<file path="config.mk">
export PLATFORM = sky130hd
export DESIGN_NAME = ir_a2d_sched
export DESIGN_NICKNAME = d
export VERILOG_FILES = /design/src/rtl/follower_pkg.sv /design/src/rtl/ir_settle_tmr.sv /design/src/rtl/ir_a2d_sched.sv
export SDC_FILE = /design/constraint.sdc
export NUM_CORES = 1
export LEC_CHECK = 0
export BUFFER_PORTS_ARGS = -buffer_cell sky130_fd_sc_hd__buf_2
export CORE_MARGIN = 4
export CORE_UTILIZATION = 45
export DETAILED_ROUTE_END_ITERATION = 10
export GPL_TIMING_DRIVEN = 1
export PLACE_DENSITY = 0.71
export SYNTH_ARGS = -nofsm -noshare
export SYNTH_HDL_FRONTEND = slang
export SYNTH_SLANG_ARGS = --single-unit
</file>
<file path="constraint.sdc">
create_clock -name clk -period 3.65 [get_ports clk]
set_input_delay 0.9125 -clock clk [delete_from_list [all_inputs] [get_ports clk]]
set_output_delay 0.9125 -clock clk [all_outputs]
set_load 0.05 [all_outputs]
</file>
<file path="src/rtl/follower_pkg.sv">
// Shared types and constants for the line follower's IR/A2D sequencing.
//   state_t  : scheduler FSM states
//   pair_t   : emitter/sensor pair currently being measured
//   CH_*     : A2D channel numbers for each pair's right/left sensor
//   W_SH_*   : weight of each pair, expressed as a left-shift amount
//   ch_sel   : channel lookup for a pair and side
//   weigh    : zero-extended, weighted conversion result
//   sat12    : clamp a 16-bit signed sum to the 12-bit signed error range
package follower_pkg;

  typedef enum logic [2:0] {
    IDLE, SETTLE, CNV_R, WAIT_R, CNV_L, WAIT_L, NEXT, PUB
  } state_t;

  typedef enum logic [1:0] {
    PAIR_IN, PAIR_MID, PAIR_OUT
  } pair_t;

  localparam logic [2:0] CH_IN_R  = 3'd1;
  localparam logic [2:0] CH_IN_L  = 3'd0;
  localparam logic [2:0] CH_MID_R = 3'd4;
  localparam logic [2:0] CH_MID_L = 3'd2;
  localparam logic [2:0] CH_OUT_R = 3'd3;
  localparam logic [2:0] CH_OUT_L = 3'd7;

  localparam int W_SH_IN  = 0;
  localparam int W_SH_MID = 1;
  localparam int W_SH_OUT = 2;

  function automatic logic [2:0] ch_sel(input pair_t p, input logic left);
    case (p)
      PAIR_MID: return left ? CH_MID_L : CH_MID_R;
      PAIR_OUT: return left ? CH_OUT_L : CH_OUT_R;
      default:  return left ? CH_IN_L  : CH_IN_R;
    endcase
  endfunction

  function automatic logic [15:0] weigh(input pair_t p, input logic [11:0] r);
    case (p)
      PAIR_MID: return {4'b0, r} << W_SH_MID;
      PAIR_OUT: return {4'b0, r} << W_SH_OUT;
      default:  return {4'b0, r} << W_SH_IN;
    endcase
  endfunction

  function automatic logic signed [11:0] sat12(input logic signed [15:0] a);
    if (a > 16'sd2047)
      return 12'h7FF;
    else if (a < -16'sd2048)
      return 12'h800;
    else
      return a[11:0];
  endfunction

endpackage

</file>
<file path="src/rtl/ir_settle_tmr.sv">
// Loadable down-counter with a terminal-count flag. Serves both as the
// emitter settle timer and as the conversion watchdog.
//   clk, rst_n : clock, async active-low reset
//   load       : load load_val this cycle (takes priority over en)
//   en         : decrement while nonzero
//   load_val   : value loaded; done asserts after load_val decrements
//   done       : count is zero
module ir_settle_tmr #(
  parameter int W = 16
) (
  input  logic         clk,
  input  logic         rst_n,
  input  logic         load,
  input  logic         en,
  input  logic [W-1:0] load_val,
  output logic         done
);

  logic [W-1:0] cnt;

  always_ff @(posedge clk or negedge rst_n) begin
    if (!rst_n)
      cnt <= '0;
    else if (load)
      cnt <= load_val;
    else if (en && (cnt != '0))
      cnt <= cnt - 1'b1;
  end

  assign done = (cnt == '0);

endmodule

</file>
<file path="src/rtl/ir_a2d_sched.sv">
// IR emitter / A2D conversion scheduler. For each sensor pair (inner, middle,
// outer) it lights the pair's emitter, lets it settle, converts right then
// left, and accumulates weighted (right - left). After the outer pair the
// saturated 12-bit signed sum is published as the steering error.
//   clk, rst_n         : clock, async active-low reset
//   go                 : sweeps run while high
//   strt_cnv, chnnl    : conversion request and channel to the A2D
//   cnv_cmplt, res     : conversion done pulse and result from the A2D
//   IR_in/mid/out_en   : emitter enables, at most one high
//   error, err_vld     : steering error and its update pulse
//   tmo                : sticky conversion timeout
//
// state  | meaning
// IDLE   | waiting for go, emitters off
// SETTLE | pair emitter on, waiting SETTLE_CYC cycles
// CNV_R  | strt_cnv pulse for right channel
// WAIT_R | waiting on right result (watchdog running)
// CNV_L  | strt_cnv pulse for left channel
// WAIT_L | waiting on left result (watchdog running)
// NEXT   | emitters off one cycle, pick next pair or publish
// PUB    | err_vld high with new error
module ir_a2d_sched
  import follower_pkg::*;
#(
  parameter int SETTLE_CYC = 4096,
  parameter int CNV_TMO    = 65535
) (
  input  logic        clk,
  input  logic        rst_n,
  input  logic        go,
  output logic        strt_cnv,
  output logic [2:0]  chnnl,
  input  logic        cnv_cmplt,
  input  logic [11:0] res,
  output logic        IR_in_en,
  output logic        IR_mid_en,
  output logic        IR_out_en,
  output logic [11:0] error,
  output logic        err_vld,
  output logic        tmo
);

  localparam logic [15:0] SETTLE_LD = 16'(SETTLE_CYC - 1);
  localparam logic [15:0] TMO_LD    = 16'(CNV_TMO - 1);

  state_t             state, nxt;
  pair_t              pair, pair_nxt;
  logic signed [15:0] acc;
  logic               acc_clr, acc_add, acc_sub;
  logic               abort, abort_set, abort_clr;
  logic               tmr_load, tmr_en, tmr_done;
  logic [15:0]        tmr_val;
  logic               pub_now, tmo_set;
  logic               emit_on;

  ir_settle_tmr #(.W(16)) u_tmr (
    .clk      (clk),
    .rst_n    (rst_n),
    .load     (tmr_load),
    .en       (tmr_en),
    .load_val (tmr_val),
    .done     (tmr_done)
  );

  always_ff @(posedge clk or negedge rst_n) begin
    if (!rst_n) begin
      state   <= IDLE;
      pair    <= PAIR_IN;
      acc     <= '0;
      abort   <= 1'b0;
      tmo     <= 1'b0;
      error   <= '0;
      err_vld <= 1'b0;
    end else begin
      state   <= nxt;
      pair    <= pair_nxt;
      err_vld <= pub_now;
      if (pub_now)
        error <= sat12(acc);
      if (tmo_set)
        tmo <= 1'b1;
      if (abort_clr)
        abort <= 1'b0;
      else if (abort_set)
        abort <= 1'b1;
      if (acc_clr)
        acc <= '0;
      else if (acc_add)
        acc <= acc + $signed(weigh(pair, res));
      else if (acc_sub)
        acc <= acc - $signed(weigh(pair, res));
    end
  end

  always_comb begin
    nxt       = state;
    pair_nxt  = pair;
    acc_clr   = 1'b0;
    acc_add   = 1'b0;
    acc_sub   = 1'b0;
    abort_set = 1'b0;
    abort_clr = 1'b0;
    tmr_load  = 1'b0;
    tmr_en    = 1'b0;
    tmr_val   = SETTLE_LD;
    pub_now   = 1'b0;
    tmo_set   = 1'b0;
    case (state)
      IDLE: begin
        abort_clr = 1'b1;
        if (go) begin
          acc_clr  = 1'b1;
          pair_nxt = PAIR_IN;
          tmr_load = 1'b1;
          nxt      = SETTLE;
        end
      end
      SETTLE: begin
        if (!go)
          nxt = IDLE;
        else if (tmr_done)
          nxt = CNV_R;
        else
          tmr_en = 1'b1;
      end
      CNV_R, CNV_L: begin
        // A started conversion always runs to completion, so a go drop here
        // is remembered and resolved when the result arrives.
        abort_set = !go;
        tmr_load  = 1'b1;
        tmr_val   = TMO_LD;
        nxt       = (state == CNV_R) ? WAIT_R : WAIT_L;
      end
      WAIT_R, WAIT_L: begin
        abort_set = !go;
        if (cnv_cmplt) begin
          if (abort || !go)
            nxt = IDLE;
          else if (state == WAIT_R) begin
            acc_add = 1'b1;
            nxt     = CNV_L;
          end else begin
            acc_sub = 1'b1;
            nxt     = NEXT;
          end
        end else if (tmr_done) begin
          tmo_set = 1'b1;
          nxt     = IDLE;
        end else
          tmr_en = 1'b1;
      end
      NEXT: begin
        if (!go)
          nxt = IDLE;
        else if (pair == PAIR_OUT) begin
          pub_now = 1'b1;
          nxt     = PUB;
        end else begin
          pair_nxt = (pair == PAIR_IN) ? PAIR_MID : PAIR_OUT;
          tmr_load = 1'b1;
          nxt      = SETTLE;
        end
      end
      PUB: begin
        if (go) begin
          acc_clr  = 1'b1;
          pair_nxt = PAIR_IN;
          tmr_load = 1'b1;
          nxt      = SETTLE;
        end else
          nxt = IDLE;
      end
      default: nxt = IDLE;
    endcase
  end

  assign emit_on  = (state == SETTLE) || (state == CNV_R) || (state == WAIT_R) ||
                    (state == CNV_L)  || (state == WAIT_L);
  assign IR_in_en  = emit_on && (pair == PAIR_IN);
  assign IR_mid_en = emit_on && (pair == PAIR_MID);
  assign IR_out_en = emit_on && (pair == PAIR_OUT);
  assign strt_cnv  = (state == CNV_R) || (state == CNV_L);

  always_comb begin
    chnnl = '0;
    case (state)
      CNV_R, WAIT_R: chnnl = ch_sel(pair, 1'b0);
      CNV_L, WAIT_L: chnnl = ch_sel(pair, 1'b1);
      default: ;
    endcase
  end

endmodule

</file>
=== Word-level counts from Yosys, hierarchy flattened ===
Cells that the tools add are included.

* Multiplexer cells: 61
* Reduce and logical (&&, ||, !) cells: 27
* $add $sub $neg: 3
* Magnitude comparators: 2
* Equal/unequal tests: 15

{| class="wikitable"
|+ Operators by type and width
! cell !! number
|-
| two-way mux 16 bit || 11
|-
| one-hot mux 14 bit (2 select lines) || 1
|-
| two-way mux 3 bit || 9
|-
| two-way mux 1 bit || 26
|-
| two-way mux 12 bit || 2
|-
| one-hot mux 3 bit (2 select lines) || 3
|-
| one-hot mux 3 bit (6 select lines) || 1
|-
| adder 16 bit || 1
|-
| greater-than comparator 16 x 12 -> 1 bit (second input constant) || 1
|-
| zero test 16 bit || 1
|-
| < comparator 16 x 12 -> 1 bit (second input constant) || 1
|-
| nonzero test 16 bit || 1
|-
| subtractor 16 x 1 -> 16 bit (second input constant) || 1
|-
| subtractor 16 bit || 1
|-
| equality test 3 bit (second input constant) || 4
|-
| two-way mux 2 bit || 5
|-
| OR reduction 2 bit || 5
|-
| equality test 3 x 2 -> 1 bit (second input constant) || 2
|-
| logical OR 1 bit || 6
|-
| != test 2 bit (second input constant) || 3
|-
| != test 3 bit (second input constant) || 2
|-
| nonzero test 2 bit || 3
|-
| logical AND 1 bit || 4
|-
| one-hot mux 2 bit (2 select lines) || 1
|-
| other kinds (13) || 13
|}

* Input bits: 16
* Logic and storage cells: 116
* Output and inout bits: 21
* Flip-flop bits (word level): 52

=== Depth between registers and ports, before layout ===
Gate-level depths: netlist of the first run.

* Depth after elaboration: 12
* Gate-level depth with buffers: 20
* Depth with buffers taken out: 18

=== Hierarchy ===
Synthesis of the first run repeated with hierarchy kept, for this count alone.

* Cell total of the unflattened synthesis: 470
* Area, all modules: 3,936.3 um^2

{| class="wikitable"
|+ By module, submodules not included
! module !! cells each !! instances !! area an instance (um^2) !! sequential area each (um^2)
|-
| ir_a2d_sched || 359 || 1 || 2,929.1 || 900.9
|-
| ir_settle_tmr || 111 || 1 || 1,007.2 || 400.4
|}

=== Worst setup path after synthesis of the first run ===
OpenSTA, ideal clock, no wires.

* Path type: input-to-reg
* Start point: input port res[2]
* End point: register acc[15]
* Stages: 15
* Path buffers: 0
* Data arrival time: 3,588 ps
* Setup time: 82 ps
* Data required time: 3,568 ps
* Slack: -20 ps
* Cell sequence: a22o_1 -> mux2i_1 -> nand4_2 -> nor2_1 -> nand2_1 -> nand2_1 -> xor2_1 -> ha_1 -> a21o_1 -> o31a_1 -> a311o_1 -> a21oi_2 -> xor2_1 -> a21oi_1 -> o22ai_1

* Word-level cells in the longest chain between the ends: 8
* Elaborated cells on any way between the ends: 11
* Those cells by class: add/sub: 2; mux: 9

{| class="wikitable"
|+ RTL lines
! element !! RTL line !! RTL
|-
| start: declaration || ir_a2d_sched.sv:34 || <nowiki>input logic [11:0] res,</nowiki>
|-
| one-hot mux 14 bit (2 select lines) * || follower_pkg.sv:39 || <nowiki>case (p)</nowiki>
|-
| two-way mux 16 bit || ir_a2d_sched.sv:90 || <nowiki>else if (acc_sub)</nowiki>
|-
| two-way mux 16 bit || ir_a2d_sched.sv:88 || <nowiki>else if (acc_add)</nowiki>
|-
| two-way mux 16 bit || ir_a2d_sched.sv:86 || <nowiki>if (acc_clr)</nowiki>
|-
| subtractor 16 bit || ir_a2d_sched.sv:91 || <nowiki>acc <= acc - $signed(weigh(pair, res));</nowiki>
|-
| two-way mux 16 bit || ir_a2d_sched.sv:90 ||
|-
| two-way mux 16 bit * || ir_a2d_sched.sv:88 ||
|-
| two-way mux 16 bit * || ir_a2d_sched.sv:86 ||
|-
| end signal: assignment || ir_a2d_sched.sv:89 || <nowiki>acc <= acc + $signed(weigh(pair, res));</nowiki>
|-
| end signal: assignment || ir_a2d_sched.sv:91 ||
|-
| end: declaration || ir_a2d_sched.sv:48 || <nowiki>logic signed [15:0] acc;</nowiki>
|}

Every way passes the cells marked *; elsewhere a longest branch is shown, timed or not. The select of a mux whose other input is x is not followed.
A chain may end at the register's enable or synchronous reset.

=== Worst setup path after layout of the first run ===
* Start point: register pair[0]
* End point: register acc[13]

* Word-level cells in the longest chain between the ends: 9
* Elaborated cells on any way between the ends: 13
* Those cells by class: add/sub: 2; eq/ne: 2; mux: 9

{| class="wikitable"
|+ RTL lines
! element !! RTL line !! RTL
|-
| start: declaration || ir_a2d_sched.sv:47 || <nowiki>pair_t pair, pair_nxt;</nowiki>
|-
| start signal: assignment || ir_a2d_sched.sv:76 || <nowiki>pair <= pair_nxt;</nowiki>
|-
| equality test 2 bit / equality test 2 x 1 -> 1 bit (equally long branches) || follower_pkg.sv:39 ||
|-
| one-hot mux 14 bit (2 select lines) * || follower_pkg.sv:39 ||
|-
| two-way mux 16 bit || ir_a2d_sched.sv:90 ||
|-
| two-way mux 16 bit || ir_a2d_sched.sv:88 ||
|-
| two-way mux 16 bit || ir_a2d_sched.sv:86 ||
|-
| subtractor 16 bit || ir_a2d_sched.sv:91 ||
|-
| two-way mux 16 bit || ir_a2d_sched.sv:90 ||
|-
| two-way mux 16 bit * || ir_a2d_sched.sv:88 ||
|-
| two-way mux 16 bit * || ir_a2d_sched.sv:86 ||
|}

Marked as above.

==> run summary, run 1 <==
Critical path class: flip-flop to flip-flop
Final ANT Viol Nets: 0
Max-Cap Viols: 0
Syn nets: 474
Post-layout min period: 3620 ps
Period utilization: 99.1%
Height of the die: 99.3 um
Slew margin rel.: 53.4%
Library cells used by synthesis: 57
Clock-pin slew on the worst setup and hold paths: 110 ps
Most frequent cells in the layout: nand2_1, buf_4, dfrtp_1
Synth Area per Inst: 8.68 um2
CTS buffer count: 5
Initial Util: 45.9%
Max-slew violations: 0
Clk sink count: 52
Design Power: 5010 uW
Setup-failing EPs final: 0
Warnings, synthesis: 0
Layout cell share with drive strength beyond 1: 27.1%
DRT iter0 DRCs: 174
Post-Place Worst Slack: -264 ps
WL/cell: 14.3 um
Initial antenna violation count: 0
Synthesized flop and latch total: 52
IO buf count: 36
Layout overhead on the synthesized area: 25.6%
GRT Total Usage: 18.8%
Critical Path AT: 3810 ps
Final worst slack: 31.9 ps
CTS tree: built
Die area: 9850 um2
Ranking of synthesized cells by area: dfrtp_1, ha_1, nand2_1
Most common cell after layout, fill and taps aside: nand2_1
Hold WS: 468 ps
Dpl cells: 608
Synth top area share: 34.7%
Cells after synthesis: 432
Leading area contributor after synthesis: dfrtp_1
Number of global-route vias before repair: 3263
CP endpoint kind: flip-flop
Total gr overflow: 0
Fraction of the yosys area taken by sequential cells: 34.7%
Pin count of the biggest net entering global routing: 53
Status: finished clean
Pleak: 0.00225 uW
Peak VDD IR: 0.000490 V
Worst skew pair latency: 310 ps
Final cell count without fillers: 626
First-pass GRT wire length: 15400 um
Slowest-stage cell, CP: dfrtp_2
Most common cell on crit path: nand2_1
CP top delay family: compound AO/OA/AOI/OAI gates
Clk buf depth: 2
Power Density: 1060 nW/um2
ANT cells: 0
H-tree levels: 2
Drt pass-1 iters: 6
Io pins: 37
Ys async rst share: 100%
Most common flop cell mapped by yosys: dfrtp_1
CP Data Required Time: 3850 ps
Placer Congestion: 0.861
EDFF count, synth: 0
Total number of vias: 3387
Max stage delay on crit path: 440 ps
Root Buffer: clkbuf_8
Unrepaired setup endpoints after global routing: true
Remaining DRCs: 0
Layout Nets: 562
Post-Route WL: 8940 um
Vias/cell: 5.41
F_max: 276 MHz
Clock Skews: 16.2 ps
Final Core Density: 57.6%
Startpoint Class: flip-flop
CP cell instances: inv_4 > ha_4 > buf_12 > mux2i_4 > nand4_4 > nor2_1 > nand2_1 > nand2_1 > xor2_1 > ha_1 > a21o_1 > o31a_1 > a311o_1 > buf_4 > nand3_1 > nand2_1 > xor2_1 > a22o_1
Row cnt: 33
Post-Syn Area: 3750 um2
Final hold violations: 0
CP max FO: 8
Worst Tran Pin Value: 696 ps
Worst hold path type: flip-flop to flip-flop
Worst Path Buf+Inv: 3
Core Area: 8180 um2
Hpwl dp: 6770 um
Die W: 99.3 um
==> cells by family (layout without fill, tap and decap cells) <==
logic type	Yosys count	after routing	synth area share (%)
buffers and inverters	32	121	3.47
AOI/OAI and AO/OA	117	117	20.3
DFF	52	52	34.7
xor gates and xnor gates	38	38	8.88
muxes	9	9	2.84
and+or+nand+nor	157	157	20.6
adders and majority gates	27	27	9.15
==> stage by stage <==
step,instance area [um2],setup TNS (ps)
after detailed placement,4380,-982
after global placement,4380,-567
after global routing,4710,-532
final,4710,0
after CTS,4500,0
after floorplan,3750,0
==> where the power goes <==
| group | internal (uW) | total (uW) | switching (uW) |
|---|---|---|---|
| Clock | 136 | 339 | 203 |
| Sequential | 741 | 913 | 171 |
| Combinational | 1770 | 3750 | 1990 |
| Total | 2640 | 5010 | 2360 |
==> flip-flops by register name, summed over array words and instances, names as in the netlist <==
name / flops
abort: 1
acc: 16
err_vld: 1
error: 12
pair: 2
state: 3
tmo: 1
u_tmr.cnt: 16
==> cell type report <==
type / count / area (um2)
fill: 735 / 3470
multi-input combinational: 348 / 2470
sequential: 52 / 1300
timing repair buffer: 94 / 641
tap: 105 / 131
inverter: 19 / 73.8
clock buffer: 5 / 68.8
clock inverter: 3 / 23.8
==> worst paths after layout <==
kind | depth (start not counted) | to | startpoint | slack, ps
worst min-delay path | 2 | error[7] | error[7] | 470
worst min register to register | 2 | error[7] | error[7] | 470
max in group asynchronous | 2 | pair[0] | rst_n | 2470
min in group asynchronous | 2 | acc[0] | rst_n | 710
worst max register to register | 18 | acc[13] | pair[0] | 30
worst max-delay path | 18 | acc[13] | pair[0] | 30
==> Yosys cell counts (all sizes together), types with 9 or more instances <==
cell and instances:
dfrtp 52, o21ai 44, mux2i 9, nand2 73
xnor2 17, inv 19, nor2 28, ha 25
clkbuf 9, a22o 15, xor2 21, a21oi 26
a21o 9
==> worst reg2reg max path, stage by stage (launching register included) <==
cell,delay [ps]
dfrtp_2,440
inv_4,70
ha_4,310
buf_12,150
mux2i_4,270
nand4_4,140
nor2_1,110
nand2_1,90
nand2_1,80
xor2_1,140
ha_1,290
a21o_1,210
o31a_1,230
a311o_1,360
buf_4,150
nand3_1,70
nand2_1,70
xor2_1,150
a22o_1,180
==> repair_timing <==
| item | in CTS | in global routing |
|---|---|---|
| setup endpoints to repair | 4 | 7 |
| buffers inserted | 0 | 10 |
| resized for setup | 6 | 30 |
| pin swaps | 0 | 21 |
| hold buffers | 0 | 0 |
==> layer usage <==
layer	up-vias	track usage (%)	share of wire, %
met4	0	4.41	1.1
met1	1622	25.1	45
met5	-	0	0
met2	59	32.6	51
li1	1700	-	-
met3	6	2.17	3.0
Power figures use the tool's default switching activity.
==> run 2, diff against run 1 <==
CTS_BUF_LIST = sky130_fd_sc_hd__clkbuf_4   (was unset)
SETUP_SLACK_MARGIN = 0.05   (was unset)
==> run 2 against run 1 <==
Compared with the run above: first-iteration DRC count shrank 21%; highest routed layer unchanged; maximum frequency grew 3.8%; global-route usage shrank 0.37 points; largest power group unchanged.
==> run summary, run 2 (synthesis results as in run 1) <==
Hold Path Stages: 2 (unchanged)
Leading registers by flop count: acc x16, u_tmr.cnt x16, error x12
Reg2Reg Capture Point: acc[15]
DRT iter0 DRCs: 137 (-21%)
Post-layout min period: 3490 ps (-131 ps)
Slowest-stage cell, CP: dfrtp_1
Register Area: 1300 um2 (about the same)
CP Data Required Time: 3940 ps (+90 ps)
IO buf count: 36 (unchanged)
Total number of vias: 3438 (+1.5%)
WL/cell: 14.6 um (+1.9%)
Max-slew violations: 0 (unchanged)
Initial antenna violation count: 0 (unchanged)
Peak VDD IR: 0.000673 V (+37%)
Worst Min Path Start: error[8]
Die W: 99.3 um (unchanged)
Clk buf depth: 2 (unchanged)
Power Density: 1070 nW/um2 (+0.48%)
CTS buffer count: 5 (unchanged)
Status: finished clean
Clock-pin slew on the worst setup and hold paths: 150 ps (+40 ps)
Initial Util: 45.9% (unchanged)
Drt pass-1 iters: 5 (-1)
CTS tree: built
Io pins: 37 (unchanged)
Layout overhead on the synthesized area: 25.7% (about the same)
Worst skew pair latency: 370 ps (+60 ps)
Clock Skews: 17.2 ps (+0.950 ps)
Total negative slack: 0 ps (unchanged)
Final Core Density: 57.6% (about the same)
GRT Total Usage: 18.4% (-0.37 points)
First-pass GRT wire length: 15100 um (-2.1%)
CP endpoint kind: flip-flop
Worst hold path type: flip-flop to flip-flop
Clk sink count: 52 (unchanged)
Period utilization: 95.5% (-3.6 points)
CP max FO: 9 (+1)
Row cnt: 33 (unchanged)
Filler cells: 729 (-0.82%)
Layout Nets: 568 (+1.1%)
Reg-to-reg startpoint: pair[1]
Setup-failing EPs final: 0 (unchanged)
Vias/cell: 5.44 (+0.54%)
Startpoint Class: flip-flop
Critical path class: flip-flop to flip-flop
Pleak: 0.00228 uW (+1.2%)
Worst r2r path cells: 17 (-1)
Die area: 9850 um2 (unchanged)
Design Power: 5030 uW (+0.57%)
H-tree levels: 2 (unchanged)
F_max: 287 MHz (+3.8%)
Hpwl dp: 6940 um (+2.5%)
Layout cell share with drive strength beyond 1: 27.3% (+0.26 points)
Hold bufs inserted after CTS: 0 (unchanged)
Slew margin rel.: 53.3% (-0.10 points)
WHS Endpoint: error[8]
Remaining DRCs: 0 (unchanged)
Core Area: 8180 um2 (unchanged)
CP cell instances: buf_4 > ha_4 > a22o_1 > mux2i_2 > nand4_4 > nor2_1 > nand2_1 > nand2_1 > xor2_1 > ha_1 > a21o_1 > o31a_1 > a311o_1 > a21oi_2 > xor2_1 > a21oi_1 > o22ai_1
Most frequent cells in the layout: nand2_1, buf_4, dfrtp_1
Total gr overflow: 0 (unchanged)
CP top delay family: compound AO/OA/AOI/OAI gates
Reg2reg setup slack: 160 ps (+130 ps)
Worst Tran Pin Value: 698 ps (+1.49 ps)
Unrepaired setup endpoints after global routing: true
Worst Path Buf+Inv: 1 (-2)
Root Buffer: clkbuf_4
Height of the die: 99.3 um (unchanged)
Final hold violations: 0 (unchanged)
Multi-input gate area: 2460 um2 (-0.10%)
Max-Cap Viols: 0 (unchanged)
Post-Route WL: 9210 um (+2.9%)
Placer Congestion: 0.881 (+2.2%)
Number of global-route vias before repair: 3327 (+2.0%)
Most common cell after layout, fill and taps aside: nand2_1
Final ANT Viol Nets: 0 (unchanged)
Max stage delay on crit path: 420 ps (-20 ps)
ANT cells: 0 (unchanged)
Pin count of the biggest net entering global routing: 28 (-47%)
Critical Path AT: 3780 ps (-30 ps)
[run 2: cell count changes in the layout (fill, tap and decap cells not counted), moves of 3 or more]
cell / before / now
a21oi_2: 3 / 6
buf_4: 56 / 62
clkbuf_4: 0 / 5
clkbuf_8: 5 / 0
[run 2: how the worst max path moves through the flow]
stage,cells after the start,start,endpoint,slack (ps)
floorplan,20,pair[1],acc[15],60
finish,17,pair[1],acc[15],160
global placement,15,res[4],acc[15],-110
global route,18,pair[0],acc[15],-50
CTS,18,pair[1],acc[15],80
detailed placement,15,res[3],acc[15],-200
[run 2: layer usage]
| layer | share of wire [%] | up-vias | track usage, % |
|---|---|---|---|
| met4 | 2.2 | 0 | 5.36 |
| met3 | 3.0 | 19 | 2.52 |
| met1 | 45 | 1632 | 23.5 |
| met2 | 50 | 70 | 32.4 |
| li1 | - | 1717 | - |
| met5 | 0 | - | 0 |
[run 2: timing repair]
action / in CTS / in global routing
endpoints found under the setup margin: 3 / 7
endpoints found under the hold margin: 0 / 0
gates resized for setup: 8 / 25
pin swaps: 4 / 8
buffers inserted: 4 / 6
[run 2: layout make-up]
class	instances	area share [%]
Clock buffer	5	0.797
Clock inverter	3	0.797
Inverter	19	1.51
Multi-Input combinational cell	348	52.3
Sequential cell	52	27.6
Tap cell	105	2.79
Timing Repair Buffer	100	14.2
[run 2: metrics by stage]
| stage | cells | area, um2 | setup slack [ps] | hold slack (ps) |
|---|---|---|---|---|
| 3_5_place_dp | 614 | 4420 | -200 | 456 |
| 5_1_grt | 632 | 4710 | -51.4 | 505 |
| 4_1_cts | 626 | 4560 | 80.1 | 488 |
| 2_1_floorplan | 432 | 3760 | 56.6 | 473 |
| 3_3_place_gp | 614 | 4420 | -106 | 451 |
| 6_report | 632 | 4710 | 163 | 482 |
[run 2: power breakdown]
group	leakage, uW	total, uW	internal, uW	switching (uW)
Clock	0.0000403	321	140	181
Combinational	0.00160	3820	1780	2040
Sequential	0.000638	891	740	151
[run 2: worst register-to-register path, cell delays in order, from the launching register on]
cell and delay (ps):
dfrtp_1 420, buf_4 160, ha_4 190, a22o_1 220
mux2i_2 230, nand4_4 160, nor2_1 130, nand2_1 100
nand2_1 90, xor2_1 150, ha_1 270, a21o_1 190
o31a_1 230, a311o_1 320, a21oi_2 140, xor2_1 180
a21oi_1 90, o22ai_1 130
